## src/rtl/mem_dumper.sv

```systemverilog
// Streams a contiguous range of memory words out over a valid/ready port,
// one word per read/wait/send round trip.
module mem_dumper #(
    parameter int ADDR_W = 8,
    parameter int DATA_W = 32
) (
    input  logic              clock,
    input  logic              reset,
    input  logic              start,
    input  logic [ADDR_W-1:0] base_addr,
    input  logic [ADDR_W:0]   count,
    output logic              mem_rd_en,
    output logic [ADDR_W-1:0] mem_addr,
    input  logic [DATA_W-1:0] mem_rd_data,
    output logic              out_valid,
    input  logic              out_ready,
    output logic [DATA_W-1:0] out_data,
    output logic [ADDR_W-1:0] out_addr,
    output logic              out_last,
    output logic              busy,
    output logic              done
);

    localparam logic [2:0] IDLE = 3'd0;
    localparam logic [2:0] READ = 3'd1;
    localparam logic [2:0] WAIT = 3'd2;
    localparam logic [2:0] SEND = 3'd3;
    localparam logic [2:0] DONE = 3'd4;

    localparam logic [ADDR_W:0]   CNT_ZERO = '0;
    localparam logic [ADDR_W:0]   CNT_ONE  = {{ADDR_W{1'b0}}, 1'b1};
    localparam logic [ADDR_W-1:0] ADDR_ONE = {{(ADDR_W-1){1'b0}}, 1'b1};

    logic [2:0]        state;
    logic [ADDR_W-1:0] cur_addr;
    logic [ADDR_W:0]   remaining;

    always_ff @(posedge clock) begin
        if (reset) begin
            state     <= IDLE;
            cur_addr  <= '0;
            remaining <= '0;
            out_data  <= '0;
            out_addr  <= '0;
            out_last  <= 1'b0;
        end else begin
            case (state)
                IDLE: begin
                    if (start) begin
                        if (count != CNT_ZERO) begin
                            cur_addr  <= base_addr;
                            remaining <= count;
                            state     <= READ;
                        end else begin
                            state <= DONE;
                        end
                    end
                end
                READ: state <= WAIT;
                WAIT: begin
                    // Memory returns data one cycle after the strobe.
                    out_data <= mem_rd_data;
                    out_addr <= cur_addr;
                    out_last <= (remaining == CNT_ONE);
                    state    <= SEND;
                end
                SEND: begin
                    if (out_ready) begin
                        if (remaining == CNT_ONE) begin
                            state <= DONE;
                        end else begin
                            cur_addr  <= cur_addr + ADDR_ONE;
                            remaining <= remaining - CNT_ONE;
                            state     <= READ;
                        end
                    end
                end
                DONE:    state <= IDLE;
                default: state <= IDLE;
            endcase
        end
    end

    assign mem_rd_en = (state == READ);
    assign mem_addr  = mem_rd_en ? cur_addr : '0;
    assign out_valid = (state == SEND);
    assign busy      = (state != IDLE);
    assign done      = (state == DONE);

endmodule
```

## config.mk

```make
export PLATFORM = sky130hd
export DESIGN_NAME = mem_dumper
export DESIGN_NICKNAME = d
export VERILOG_FILES = /design/src/rtl/mem_dumper.sv
export SDC_FILE = /design/constraint.sdc
export NUM_CORES = 1
export LEC_CHECK = 0
export ABC_CLOCK_PERIOD_IN_PS = 4400
export CORE_UTILIZATION = 44
export CTS_CLUSTER_DIAMETER = 80
export DETAILED_ROUTE_END_ITERATION = 16
export GPL_ROUTABILITY_DRIVEN = 0
export GPL_TIMING_DRIVEN = 0
export HOLD_SLACK_MARGIN = 0.1
export PLACE_DENSITY = 0.88
export SYNTH_ARGS = -nofsm -noshare
export SYNTH_HDL_FRONTEND = slang
export SYNTH_SLANG_ARGS = --single-unit
```

## constraint.sdc

```tcl
create_clock -name clock -period 4.4 [get_ports clock]
set_clock_uncertainty 0.05 [all_clocks]
set_input_delay 1.1 -clock clock [delete_from_list [all_inputs] [get_ports clock]]
set_output_delay 1.1 -clock clock [all_outputs]
set_load 0.02 [all_outputs]
```

# --- Word level (Yosys, flattened, before mapping) ---
# Cells that the tools add are included.
# W data, S select, Z words.
word_totals:
  register_bits: 61
  latchBits: 0
  mem_bits_rw: 0
  romBits: 0
  input_bits: 53
  output_inout_bits: 53
  word_cells: 39
  n_memories: 0
op_classes:
  add_sub_neg: 2
  multipliers: 0
  n_div: 0
  order_cmp: 0
  n_eq_ne: 9
  shift: 0
  n_mux: 16
  bitwise_logic: 0
  n_reduce_logical: 6
ops:
  columns: ["cell", "count"]
  rows:
  - ["$mux W8", 5]
  - ["$mux W9", 4]
  - ["$pmux W9 S2", 1]
  - ["$pmux W8 S2", 1]
  - ["$mux W3", 4]
  - ["$pmux W3 S4", 1]
  - ["$eq A9 B1 Y1 const B", 1]
  - ["$reduce_bool A9 Y1", 1]
  - ["$sub A9 B1 Y9 const B", 1]
  - ["$add A8 B1 Y8 const B", 1]
  - ["$eq A3 B2 Y1 const B", 2]
  - ["$ne A2 B2 Y1 const B", 3]
  - ["$reduce_and A5 Y1", 1]
  - ["$eq A3 B1 Y1 const B", 1]
  - ["$eq A3 B3 Y1 const B", 1]
  - ["$logic_not A3 Y1", 1]
  - ["$reduce_bool A3 Y1", 1]
  - ["$ne A2 B1 Y1 const B", 1]
  - ["$reduce_and A2 Y1", 1]
  - ["$reduce_bool A2 Y1", 1]

# --- Logic depth before layout (Yosys ltp) ---
depth:
  depth_word: 4
  mapped_depth: 9
  depth_no_buf: 7

# --- Worst setup path after synthesis ---
# Ideal clock, no wire load.
synth_path:
  path_kind: "reg-to-output"
  startpoint: "reg state[0]"
  endpoint: "out mem_addr[0]"
  t_arrival_ns: 1.662
  required_time_ns: 3.250
  path_slack_ns: 1.588
  stages_incl_launch_ff: 4
  n_path_buf: 1
  path_cell_list: "dfxtp_1 -> buf_2 -> nor3b_1 -> and2_1"
synth_between:
  elab_chain_len: 2
synth_rtl:
  columns: ["item", "line_no", "source"]
  rows:
  - ["from (decl)", "34", "logic [2:0] state;"]
  - ["from (signal assigned)", "40", "state <= IDLE;"]
  - ["from (signal assigned)", "53", "state <= READ;"]
  - ["from (signal assigned)", "55", "state <= DONE;"]
  - ["$eq A3 B1 Y1", "84", "assign mem_rd_en = (state == READ);"]
  - ["via mem_rd_en", "12", "output logic mem_rd_en,"]
  - ["$mux W8", "85", "assign mem_addr = mem_rd_en ? cur_addr : '0;"]
  - ["to (decl)", "13", "output logic [ADDR_W-1:0] mem_addr,"]
# The timed path passes the listed nets, and every way through them passes these cells.

# --- Worst setup path after layout ---
layout_path:
  startpoint: "reg state[0]"
  endpoint: "out mem_addr[0]"
layout_between:
  elab_chain_len: 2
layout_rtl:
  columns: ["item", "line_no"]
  rows:
  - ["$eq A3 B1 Y1", "84"]
  - ["$mux W8", "85"]
# No other way between the ends.

==> out/qor.csv <==
stage,metric,value,unit
synthesis,synthArstFlopShare,0,%
routing,drt-initial-drc-count,132,
global_route,grt_max_degree,11,
routing,drc,0,
synthesis,synth-simple-area-share,25.1,%
synthesis,synth-edff-count,0,
clock_network,clkLatencyLatePin,340,ps
synthesis,synthFlopType,dfxtp_1,
synthesis,ys_seq_area_share,44.4,%
critical_path,critPathSlowestCell,nor3b_1,
routing,vias,2969,
timing,maxSlewHeadroom,36.9,%
synthesis,synth_seq_cells,61,
floorplanning,start_util,45.9,%
clock_network,cts.sinks,61,
timing,tns,0,ps
timing,worst_slew_pin_slew,945,ps
placement,port_buffers,105,
final_layout,antenna_cells,0,
critical_path,start_kind,flip-flop,
critical_path,worstPathMaxFanout,10,
routing,via_per_inst,5.42,
clock_network,postCtsSetupRepairBufs,0,
timing,rsz0062_at_grt,false,
clock_network,cts_resized,0,
clock_network,cts_inserted_buffers,9,
clock_network,path_clk_slew,70,ps
global_route,grt_pass1_wl,12.5,mm
final_layout,post-route-util,68.5,%
power,vdd_drop_max,224,uV
synthesis,synthMuxAreaShare,0.364,%
final_layout,drive_above_1_share,6.98,%
timing,fin_crit_sh,84.3,%
critical_path,crit_path_end_kind,primary output,
synthesis,synthXorXnorAreaFrac,0,%
routing,wl,7.95,mm
critical_path,crit_family,simple AND/OR/NAND/NOR gates,
timing,finalHoldViolCount,0,
timing,setup_viol,0,
critical_path,regToRegSetupSlack,2080,ps
clock_network,cts_tree,yes,
worst_hold_path,hold_class,flip-flop to flip-flop,
final_layout,fin_nets,524,
floorplanning,die_h,81.1,um
clock_network,clock-root-buffer,clkbuf_8,
synthesis,syn_inst,352,
synthesis,netlist_area,0.00275,mm2
critical_path,crit_chain,buf_2 > nor3b_1 > and2_1 > clkdlybuf4s50_1,
power,leakage,0.00146,uW
synthesis,synthAdderAreaFrac,1.36,%
routing,ant_nets,0,
floorplanning,core-area,0.00599,mm2
clock_network,cts_hold_buffers,0,
synthesis,ys_types,47,
power,power_density,395,mW/mm2
job,maxCapViolations,0,
final_layout,syn2layout_area_growth,49.1,%
synthesis,synth_top_family_by_area,simple AND/OR/NAND/NOR gates,
global_route,grt.overflow.total,0,
floorplanning,die_area,0.00657,mm2
clock_network,cts_buffer_depth,2,
critical_path,worst-path-buf-inv,2,
synthesis,synth-compound-area-share,23.8,%
placement,dp_hpwl,5.70,mm
timing,max_freq,0.269,GHz
routing,wl_per_cell,14.5,um
global_route,first_global_vias,2732,
timing,drv_slew,0,
timing,layout_min_cycle_time,3710,ps
floorplanning,rows,28,
synthesis,ys_warn_count,0,
critical_path,critPathKind,flip-flop to primary output,
routing,first_pass_iters,5,
global_route,antenna_found_initial,0,
clock_network,ctsHtreeMaxLevel,3,
critical_path,worst_ep_arrival_time,2560,ps
floorplanning,ios,106,
run_status,status,completed,
critical_path,cp.required,3250,ps
floorplanning,die_w,81.1,um
critical_path,critPathMaxStageDelay,790,ps
global_route,grt_use_total,24.8,%
synthesis,synth_area_per_cell,7.81,um2
synthesis,syn_nets,408,
==> area by class of cell <==
type                       instances  area (um2)
multi-input combinational        259        1390
fill                             494        1890
clock inverter                     5        75.1
tap                               75        93.8
buffer                            23         101
clock buffer                      11         131
inverter                           9        33.8
sequential                        61        1220
timing repair buffer             105        1050
==> flip-flops by register name, summed over array words and instances, names as in the netlist <==
| signal | cells |
|---|---|
| cur_addr | 8 |
| out_addr | 8 |
| out_data | 32 |
| out_last | 1 |
| remaining | 9 |
| state | 3 |
==> path summary, 6_finish.rpt <==
check,startpoint,end,cells past startpoint
setup / recovery,state[0],mem_addr[0],4
hold / removal,out_data[1],out_data[1],2
setup reg to reg,remaining[0],cur_addr[7],6
hold reg to reg,out_data[1],out_data[1],2
==> worst reg2reg max path: cells and delay by family, from the launching register on <==
kind,cells,cell delay [ps]
compound gates,4,1080
fa+ha+maj,1,180
flops,1,400
simple gates,1,540
==> cell usage in the layout (no fill, tap or decap), drive strengths merged, types with 2 or more instances in the layout <==
| cell type | synthesis | layout |
|---|---|---|
| nor2 | 12 | 12 |
| clkinv | 0 | 3 |
| or3 | 2 | 2 |
| nor2b | 7 | 7 |
| nand3b | 2 | 2 |
| dfxtp | 61 | 61 |
| nand4 | 3 | 3 |
| nand2b | 4 | 4 |
| o21ai | 22 | 22 |
| inv | 9 | 9 |
| nor3 | 5 | 5 |
| and2 | 9 | 9 |
| nor3b | 3 | 3 |
| clkbuf | 18 | 29 |
| bufinv | 0 | 2 |
| a22oi | 4 | 4 |
| a21oi | 61 | 61 |
| nand2 | 91 | 91 |
| ha | 3 | 3 |
| nand3 | 2 | 2 |
| a31oi | 3 | 3 |
| o32ai | 3 | 3 |
| buf | 5 | 5 |
| clkdlybuf4s50 | 0 | 105 |
| nor4 | 4 | 4 |
| a311oi | 3 | 3 |
==> logic make-up (layout without fill, tap and decap cells) <==
family | Yosys count | in the layout
multiplexers | 1 | 1
flip-flops | 61 | 61
adder cells (fa/ha/maj) | 3 | 3
buffers and inverters | 32 | 153
AND/OR/NAND/NOR | 147 | 147
AO/OA/AOI/OAI | 108 | 108
==> per-layer routing <==
metal	GRT usage, %	vias up	wire, um
met4	12.3	0	223
met5	0	-	0
met2	43.1	110	3890
met1	28.7	1385	3320
li1	-	1449	-
met3	5.39	25	520
==> cell usage after synthesis, drive strengths merged, types with 3 or more instances <==
cell type | count | share of area [%]
a311oi | 3 | 0.96
dfxtp | 61 | 44
a31oi | 3 | 0.68
nor3b | 3 | 0.82
clkbuf | 18 | 2.5
nor2b | 7 | 1.6
inv | 9 | 1.2
and2 | 9 | 2.0
nand4 | 3 | 0.68
nand2b | 4 | 0.91
a22oi | 4 | 1.1
o32ai | 3 | 0.96
a21oi | 61 | 11
nor3 | 5 | 0.91
nand2 | 91 | 12
nor2 | 12 | 1.6
ha | 3 | 1.4
o21ai | 22 | 4.8
nor4 | 4 | 1.7
buf | 5 | 1.2
==> through the flow <==
stage | worst slack [ps] | instances | hold WS, ps | total power [uW] | cell area [um2]
3_3_place_gp | 1160 | 532 | 391 | 1070 | 3890
2_1_floorplan | 1590 | 352 | 400 | 901 | 2750
4_1_cts | 681 | 548 | 407 | 1620 | 4100
5_1_grt | 533 | 548 | 428 | 1690 | 4100
6_report | 689 | 548 | 403 | 1620 | 4100
3_5_place_dp | 1070 | 532 | 397 | 1090 | 3890
==> power by group <==
part / internal, uW / switching [uW] / total (uW)
combinational: 193 / 243 / 436
clock: 316 / 221 / 538
sequential: 603 / 42.1 / 645
Power figures use the tool's default switching activity.
